`src/rtl/tx_serial_pkg.sv`:
```
// Shared definitions for the framed serial transmitter: parity modes, FSM states
// and the parity helper used when a word is latched.
package tx_serial_pkg;

  localparam logic [1:0] PAR_NENHUMA = 2'd0;
  localparam logic [1:0] PAR_IMPAR   = 2'd1;
  localparam logic [1:0] PAR_PAR     = 2'd2;

  typedef enum logic [2:0] {
    REPOUSO,
    INICIO,
    DADOS,
    PARIDADE,
    PARADA
  } estado_t;

  // Zero-extended words keep the XOR reduction exact for any width up to 9 bits.
  function automatic logic calc_paridade(input logic [1:0] modo, input logic [8:0] palavra);
    case (modo)
      PAR_IMPAR: return ~^palavra;
      PAR_PAR:   return ^palavra;
      default:   return 1'b0;
    endcase
  endfunction

endpackage

```
`src/rtl/tx_serial_n_contador_tick.sv`:
```
// Modulo-N bit-time counter with synchronous clear and a terminal-count flag
// that marks the last cycle of each bit.
module contador_tick #(
  parameter int N = 434
) (
  input  logic clock,
  input  logic reset,
  input  logic clear,
  output logic tc
);

  localparam int W = (N > 1) ? $clog2(N) : 1;
  localparam logic [W-1:0] ULTIMO = W'(N - 1);

  logic [W-1:0] contagem;

  // NOTE: sequential state is always written with non-blocking assignments so every
  // flop samples the pre-edge values, independent of process evaluation order.
  always_ff @(posedge clock) begin
    if (reset || clear || tc) contagem <= '0;
    else                      contagem <= contagem + W'(1);
  end

  assign tc = (contagem == ULTIMO);

endmodule

```
`src/rtl/tx_serial_n.sv`:
```
// Framed asynchronous serial transmitter (start, LSB-first data, parity, stop bits).
// Define TX_SERIAL_BUFFER_EN for a one-word holding register and gapless frames.
module tx_serial_n
  import tx_serial_pkg::*;
#(
  parameter int DATA_BITS     = 7,
  parameter int PARITY        = 2,
  parameter int STOP_BITS     = 2,
  parameter int TICKS_PER_BIT = 434
) (
  input  logic                 clock,
  input  logic                 reset,
  input  logic                 partida,
  input  logic [DATA_BITS-1:0] dados,
  output logic                 saida_serial,
  output logic                 aceita,
  output logic                 ocupado,
  output logic                 pronto
);

  localparam int BW = $clog2(DATA_BITS + 1);
  localparam logic [BW-1:0] ULT_DADO   = BW'(DATA_BITS - 1);
  localparam logic [BW-1:0] ULT_PARADA = BW'(STOP_BITS - 1);
  localparam logic [1:0]    MODO       = 2'(PARITY);

  estado_t              estado, prox;
  logic [DATA_BITS-1:0] desloc, desloc_d;
  logic [BW-1:0]        n_bit, n_bit_d;
  logic                 par_q, par_d;
  logic                 linha_d, pronto_d;
  logic                 tc, limpa, aceito;

`ifdef TX_SERIAL_BUFFER_EN
  logic                 buf_valido, buf_valido_d;
  logic [DATA_BITS-1:0] buf_dado, buf_dado_d;

  assign aceita = ~buf_valido;
`else
  assign aceita = (estado == REPOUSO);
`endif

  assign ocupado = (estado != REPOUSO);
  assign aceito  = partida & aceita;
  assign limpa   = (prox != estado);

  contador_tick #(.N(TICKS_PER_BIT)) u_tick (
    .clock (clock),
    .reset (reset),
    .clear (limpa),
    .tc    (tc)
  );

  always_comb begin
    // NOTE: every signal driven here gets a default first, so no path through the
    // case statement can leave one unassigned and infer a latch.
    prox     = estado;
    desloc_d = desloc;
    n_bit_d  = n_bit;
    par_d    = par_q;
    linha_d  = saida_serial;
    pronto_d = 1'b0;
`ifdef TX_SERIAL_BUFFER_EN
    buf_valido_d = buf_valido;
    buf_dado_d   = buf_dado;
    if (aceito && estado != REPOUSO) begin
      buf_valido_d = 1'b1;
      buf_dado_d   = dados;
    end
`endif

    case (estado)
      REPOUSO: begin
        if (aceito) begin
          prox     = INICIO;
          desloc_d = dados;
          par_d    = calc_paridade(MODO, 9'(dados));
          linha_d  = 1'b0;
        end
      end
      INICIO: begin
        if (tc) begin
          prox    = DADOS;
          n_bit_d = '0;
          linha_d = desloc[0];
        end
      end
      DADOS: begin
        if (tc) begin
          if (n_bit == ULT_DADO) begin
            n_bit_d = '0;
            if (MODO != PAR_NENHUMA) begin
              prox    = PARIDADE;
              linha_d = par_q;
            end else begin
              prox    = PARADA;
              linha_d = 1'b1;
            end
          end else begin
            desloc_d = desloc >> 1;
            linha_d  = desloc[1];
            n_bit_d  = n_bit + BW'(1);
          end
        end
      end
      PARIDADE: begin
        if (tc) begin
          prox    = PARADA;
          n_bit_d = '0;
          linha_d = 1'b1;
        end
      end
      PARADA: begin
        if (tc) begin
          if (n_bit == ULT_PARADA) begin
            pronto_d = 1'b1;
            n_bit_d  = '0;
            prox     = REPOUSO;
            linha_d  = 1'b1;
`ifdef TX_SERIAL_BUFFER_EN
            // A held word (or one offered on this very cycle) starts with no idle gap.
            if (buf_valido) begin
              prox         = INICIO;
              desloc_d     = buf_dado;
              par_d        = calc_paridade(MODO, 9'(buf_dado));
              linha_d      = 1'b0;
              buf_valido_d = 1'b0;
            end else if (aceito) begin
              prox         = INICIO;
              desloc_d     = dados;
              par_d        = calc_paridade(MODO, 9'(dados));
              linha_d      = 1'b0;
              buf_valido_d = 1'b0;
            end
`endif
          end else begin
            n_bit_d = n_bit + BW'(1);
          end
        end
      end
      default: prox = REPOUSO;
    endcase
  end

  always_ff @(posedge clock) begin
    if (reset) begin
      estado       <= REPOUSO;
      desloc       <= '0;
      n_bit        <= '0;
      par_q        <= 1'b0;
      saida_serial <= 1'b1;
      pronto       <= 1'b0;
`ifdef TX_SERIAL_BUFFER_EN
      buf_valido   <= 1'b0;
      buf_dado     <= '0;
`endif
    end else begin
      estado       <= prox;
      desloc       <= desloc_d;
      n_bit        <= n_bit_d;
      par_q        <= par_d;
      saida_serial <= linha_d;
      pronto       <= pronto_d;
`ifdef TX_SERIAL_BUFFER_EN
      buf_valido   <= buf_valido_d;
      buf_dado     <= buf_dado_d;
`endif
    end
  end

endmodule

```
`config.mk`:
```
export PLATFORM = sky130hd
export DESIGN_NAME = tx_serial_n
export DESIGN_NICKNAME = d
export VERILOG_FILES = /design/src/rtl/tx_serial_pkg.sv /design/src/rtl/tx_serial_n_contador_tick.sv /design/src/rtl/tx_serial_n.sv
export SDC_FILE = /design/constraint.sdc
export NUM_CORES = 1
export LEC_CHECK = 0
export BUFFER_PORTS_ARGS = -buffer_cell sky130_fd_sc_hd__buf_2
export CAP_MARGIN = 30
export CORE_MARGIN = 3
export CORE_UTILIZATION = 50
export DETAILED_ROUTE_END_ITERATION = 8
export GPL_ROUTABILITY_DRIVEN = 0
export PLACE_DENSITY = 0.69
export REMOVE_ABC_BUFFERS = 1
export SLEW_MARGIN = 20
export SYNTH_ARGS = -nofsm -noshare
export SYNTH_HDL_FRONTEND = slang
export SYNTH_SLANG_ARGS = --single-unit
```
`constraint.sdc`:
```
create_clock -name clock -period 2.3 [get_ports clock]
set_clock_uncertainty 0.15 [all_clocks]
set_input_delay 0.345 -clock clock [delete_from_list [all_inputs] [get_ports clock]]
set_output_delay 0.345 -clock clock [all_outputs]
set_load 0.01 [all_outputs]
```
==> results of run 1 <==
==> cell families (layout without fill, tap and decap cells) <==
logic type | Yosys count | count (layout) | synth area share, %
buf+inv | 12 | 22 | 5.45
simple gates | 61 | 61 | 24.2
flops | 25 | 25 | 34.6
compound gates | 35 | 35 | 20.6
fa+ha+maj | 2 | 2 | 1.73
xor+xnor | 14 | 14 | 8.49
mux | 7 | 7 | 4.94
==> where the power goes <==
part / internal [mW] / switching [mW] / leakage, nW
combinational: 0.0534 / 0.0588 / 0.339
sequential: 0.453 / 0.0171 / 0.204
clock: 0.0679 / 0.135 / 0.0150
total: 0.574 / 0.211 / 0.558
==> metrics by stage <==
stage,instances,total power [mW]
after floorplan,147,0.555
after global placement,192,0.587
after detailed placement,192,0.592
after CTS,196,0.792
after global routing,196,0.826
final,196,0.785
==> cell type report <==
| type | count | area (um^2) | area share, % |
|---|---|---|---|
| clock buffer | 4 | 26.3 | 1.73 |
| inverter | 3 | 11.3 | 0.740 |
| multi-input combinational | 119 | 866 | 56.9 |
| sequential | 25 | 500 | 32.9 |
| tap | 30 | 37.5 | 2.47 |
| timing repair buffer | 15 | 80.1 | 5.26 |
==> how the worst max path moves through the flow <==
| stage | startpoint | endpoint | slack [ps] | cells past startpoint |
|---|---|---|---|---|
| final | estado[1] | desloc[6] | 240 | 4 |
| after CTS | estado[1] | desloc[6] | 250 | 4 |
| after floorplan | u_tick.contagem[0] | desloc[6] | -200 | 5 |
| after global placement | estado[1] | desloc[6] | 340 | 4 |
| after global routing | estado[1] | desloc[6] | 80 | 4 |
| after detailed placement | estado[1] | desloc[6] | 280 | 4 |
==> flip-flops by register name (all words and copies together), names as in the netlist <==
signal           cells
pronto               1
n_bit                3
estado               3
desloc               7
u_tick.contagem      9
par_q                1
saida_serial         1
==> metal layers <==
layer	GRT usage (%)	share of wire (%)	vias up
met1	22.0	47	569
met2	30.7	48	21
li1	-	-	593
met4	5.06	0.94	0
met3	4.10	4.0	4
met5	0	0	-
==> critical path, stage by stage (launching register included) <==
cell	delay, ps
dfxtp_1	560
or3b_1	460
o21ai_4	410
a21boi_0	160
o21ba_2	230
==> Yosys cell counts (2+ instances only) <==
library cell / instances
xor2_1: 5
buf_2: 2
o21ai_0: 3
a311oi_2: 4
nand3_1: 7
o211ai_1: 5
inv_1: 3
clkbuf_1: 2
a21oi_1: 4
or3b_1: 2
nor3_1: 4
nand4_1: 3
ha_1: 2
a311oi_1: 2
and3_1: 2
mux2i_1: 6
dfxtp_1: 25
nor2b_1: 2
nand3b_1: 2
a21oi_2: 4
o21ba_2: 2
xnor2_1: 9
nor2_1: 17
nand2_1: 9
a31oi_1: 3
==> impl_metrics.yaml, run 1 <==
run_status:
  outcome: "finished, final reports clean"
place:
  port_buffers: 13
  dp_hpwl_mm: 2.10
  place_ws_ps: 282
  placed_cell_area_um2: 1500
global_routing:
  grt_pass1_vias: 1155
  track_usage_pct: 17.8
  grt_max_degree: 20
  antenna_found_initial: 0
  overflow: 0
  grt_pass1_wl_mm: 4.96
synth:
  synth_top_cell_area_share_pct: 34.6
  yosysWarnings: 0
  yosysSeqAreaShare_pct: 34.6
  synth_edf_count: 0
  synth_area_per_cell_um2: 9.26
  synthFlopType: "dfxtp_1"
  syn_inst: 156
  synthDistinctLibCells: 52
  ys_ff_latch: 25
  yosysTopAreaCell: "dfxtp_1"
  synthArstFlopShare_pct: 0
  netlist_area_um2: 1450
  synth.area.top_cells: "dfxtp_1 35%, xnor2_1 5.5%, nor2_1 4.4%"
sta:
  fmax_mhz: 484
  fin_crit_ps: 2060
  setup_slack_ps: 235
  worstMarginPinSlew_ps: 555
  setup_tns_ps: 0
  slew_headroom_pct: 62.6
  rsz0062_at_grt: "no"
  final-hold-violation-count: 0
  final_max_slew_viol_count: 0
  setup_viol: 0
  post-route-period-util_pct: 89.8
  whs_ps: 255
floorplanning:
  start_util_pct: 55.3
  rows: 18
  io_pins: 14
  die_h_um: 59.8
  dieArea_um2: 3570
  design.core.area_um2: 2610
  dieWidth_um: 59.8
cts:
  clock_latency_ps: 330
  holdBufCountCts: 0
  cts_buffers: 3
  cts_buffer_depth: 2
  cts_sinks: 25
  clk_pin_slew_ps: 150
  cts_tree: "built"
  post_cts_buffers: 0
  cts-resized-gates: 0
  ctsHtreeMaxLevel: 1
  cts_root_buf: "clkbuf_4"
setup_path:
  start_kind: "register"
  rrSetupSlack_ps: 240
  r2r_cells: 4
  arrival_ps: 2140
  critPathRequiredTime_ps: 2380
  worstReg2RegStart: "estado[1]"
  path_class: "register to register"
  critPathMaxFanout: 13
  setup.worst_path.end_class: "register"
  reg2reg_to: "desloc[6]"
routing:
  dr.pass1.iters: 4
  routedWlPerCell_um: 14.6
  drt_iter0_markers: 62
  vias: 1187
  viasPerCell: 6.06
  wl_mm: 2.87
  detail-route-antenna-nets: 0
  route.detailed.drc: 0
power_and_ir_drop:
  powerDensity_nw_per_um2: 516
  max-vdd-ir-drop_mv: 0.500
  p_leak_nw: 0.558
cells_and_area:
  fin_area_um2: 1520
  drive_gt1_share_pct: 19.9
  layout_commonest_cell: "dfxtp_1"
  final_cell_mix: "25 x dfxtp_1, 17 x nor2_1, 13 x buf_2, 9 x nand2_1, 9 x xnor2_1"
  antenna_cells: 0
  fillCellCount: 253
  syn_to_final_growth_pct: 5.28
  fin_util_pct: 58.2
  nets: 179
min_path:
  hold_start: "dados[4]"
  holdPathEnd: "desloc[4]"
  hp-class: "primary input to register"
  hold_depth: 3
job:
  max_cap_viol_count: 0
No activity file was read; power rests on OpenSTA's default activity.
==> inputs of run 2 (changes only) <==
--- a/config.mk
+++ b/config.mk
@@ -5,7 +5,8 @@
 export SDC_FILE = /design/constraint.sdc
 export NUM_CORES = 1
 export LEC_CHECK = 0
-export BUFFER_PORTS_ARGS = -buffer_cell sky130_fd_sc_hd__buf_2
+export ABC_CLOCK_PERIOD_IN_PS = 2300
+export BUFFER_PORTS_ARGS = -buffer_cell sky130_fd_sc_hd__buf_4
 export CAP_MARGIN = 30
 export CORE_MARGIN = 3
 export CORE_UTILIZATION = 50
==> constraint.sdc (replaced) <==
create_clock -name clock -period 2.3 [get_ports clock]
set_clock_uncertainty 0.15 [all_clocks]
set_input_delay 0.345 -clock clock [delete_from_list [all_inputs] [get_ports clock]]
set_output_delay 0.345 -clock clock [all_outputs]
set_load 0.02 [all_outputs]
==> run 2 against run 1 <==
  * Flip-flop and latch count is the same
  * Via count shrank 1.1%
  * Combinational power grew 9%
  * Sequential power is essentially flat
  * Largest cell class unchanged
==> impl_metrics.yaml, run 2 (synthesis gave the netlist of run 1 again) <==
power_and_ir_drop:
  combPwrFrac_pct: 15.3
  p_int_mw: 0.580
  p_leak_nw: 0.568
  p_sw_mw: 0.217
  clockPowerShare_pct: 25.6
  seqPwrFrac_pct: 59.1
  switching_share_pct: 27.2
  max-vdd-ir-drop_mv: 0.482
  powerDensity_nw_per_um2: 512
  p_total_mw: 0.797
sta:
  setup_tns_ps: 0
  fin_crit_ps: 2050
  rsz0062_at_grt: "no"
  post-route-period-util_pct: 89.0
  worstMarginPinSlew_ps: 587
  final-hold-violation-count: 0
  final_max_slew_viol_count: 0
  setup_viol: 0
  slew_headroom_pct: 60.5
  fmax_mhz: 489
  setup_slack_ps: 253
cells_and_area:
  nets: 179
  drive_gt1_share_pct: 20.5
  largest_reg_flops: 9
  layout_commonest_cell: "dfxtp_1"
  final_cells: 196
  antenna_cells: 0
  top_register: "u_tick.contagem"
  syn_to_final_growth_pct: 7.79
  final_cell_mix: "25 x dfxtp_1, 17 x nor2_1, 15 x buf_4, 9 x nand2_1, 9 x xnor2_1"
  fin_util_pct: 59.6
  reg.largest.list: "u_tick.contagem (9), desloc (7)"
global_routing:
  met1_usage_pct: 23.2
  antenna_found_initial: 0
  overflow: 0
  grt.busiest_layer: "met2"
  use_met3_pct: 3.24
  grtUsageMet2_pct: 29.2
  grt_max_degree: 20
  grt_pass1_wl_mm: 4.93
  grt_pass1_vias: 1150
  track_usage_pct: 17.4
setup_path:
  critPathMaxFanout: 13
  arrival_ps: 2130
  path_class: "register to register"
  critPathRequiredTime_ps: 2380
  setup.worst_path.end_class: "register"
  worstReg2RegStart: "estado[1]"
  rrSetupSlack_ps: 250
  reg2reg_to: "desloc[6]"
  start_kind: "register"
  r2r_cells: 4
cts:
  cts_sinks: 25
  post_cts_buffers: 0
  cts_buffer_depth: 2
  ctsHtreeMaxLevel: 1
  holdBufCountCts: 0
  clock_latency_ps: 310
  cts_tree: "built"
  cts_root_buf: "clkbuf_4"
  cts-resized-gates: 0
  clk_pin_slew_ps: 150
  cts_buffers: 3
run_status:
  outcome: "finished, final reports clean"
routing:
  dr.pass1.iters: 4
  viasPerCell: 5.99
  vias: 1174
  detail-route-antenna-nets: 0
  route.detailed.drc: 0
  wl_mm: 2.78
  drt_iter0_markers: 56
  routedWlPerCell_um: 14.2
min_path:
  hp-class: "primary input to register"
  hold_start: "reset"
  hold_depth: 2
  holdPathEnd: "desloc[3]"
floorplanning:
  rows: 18
  start_util_pct: 55.3
  design.core.area_um2: 2610
  dieWidth_um: 59.8
  die_h_um: 59.8
  dieArea_um2: 3570
  io_pins: 14
job:
  max_cap_viol_count: 0
place:
  dp_hpwl_mm: 2.03
  place_ws_ps: 275
  place_inst: 192
  port_buffers: 13
-- run 2: area by class of cell --
cell class / count / area (um^2)
clock buffers: 3 / 22.5
clock inverters: 1 / 7.51
fillers: 244 / 1050
inverters: 3 / 11.3
multi-input cells: 119 / 866
flip-flops and latches: 25 / 500
well taps: 30 / 37.5
repair buffers: 15 / 113
-- run 2: how the worst max path moves through the flow --
stage / from / end / slack (ps) / cells past startpoint
after floorplan: u_tick.contagem[0] / desloc[6] / -200 / 5
after global placement: estado[1] / desloc[6] / 330 / 4
after detailed placement: estado[1] / desloc[6] / 280 / 4
after CTS: estado[1] / desloc[6] / 240 / 4
after global routing: estado[1] / desloc[6] / 90 / 4
final: estado[1] / desloc[6] / 250 / 4
-- run 2: worst max-delay path: stages (launching register included) --
cell	delay, ps
dfxtp_1	560
or3b_1	450
o21ai_4	410
a21boi_0	160
o21ba_2	230
-- run 2: per-stage QoR --
stage	hold slack [ps]	area (um^2)
after floorplan	263	1380
final	192	1560
after global placement	294	1530
after global routing	185	1560
after detailed placement	313	1530
after CTS	185	1560
-- run 2: power by group through the flow --
stage / clock, mW / combinational [mW] / sequential (mW)
after floorplan: 0 / 0.0811 / 0.478
after global placement: 0 / 0.120 / 0.479
after detailed placement: 0 / 0.123 / 0.480
after CTS: 0.214 / 0.123 / 0.471
after global routing: 0.236 / 0.137 / 0.474
final: 0.204 / 0.122 / 0.471
-- run 2: layer usage --
| layer | part of all wire [%] | routed length (um) |
|---|---|---|
| met5 | 0 | 0 |
| met4 | 0 | 0 |
| met3 | 4.4 | 123 |
| met2 | 49 | 1360 |
| met1 | 47 | 1300 |
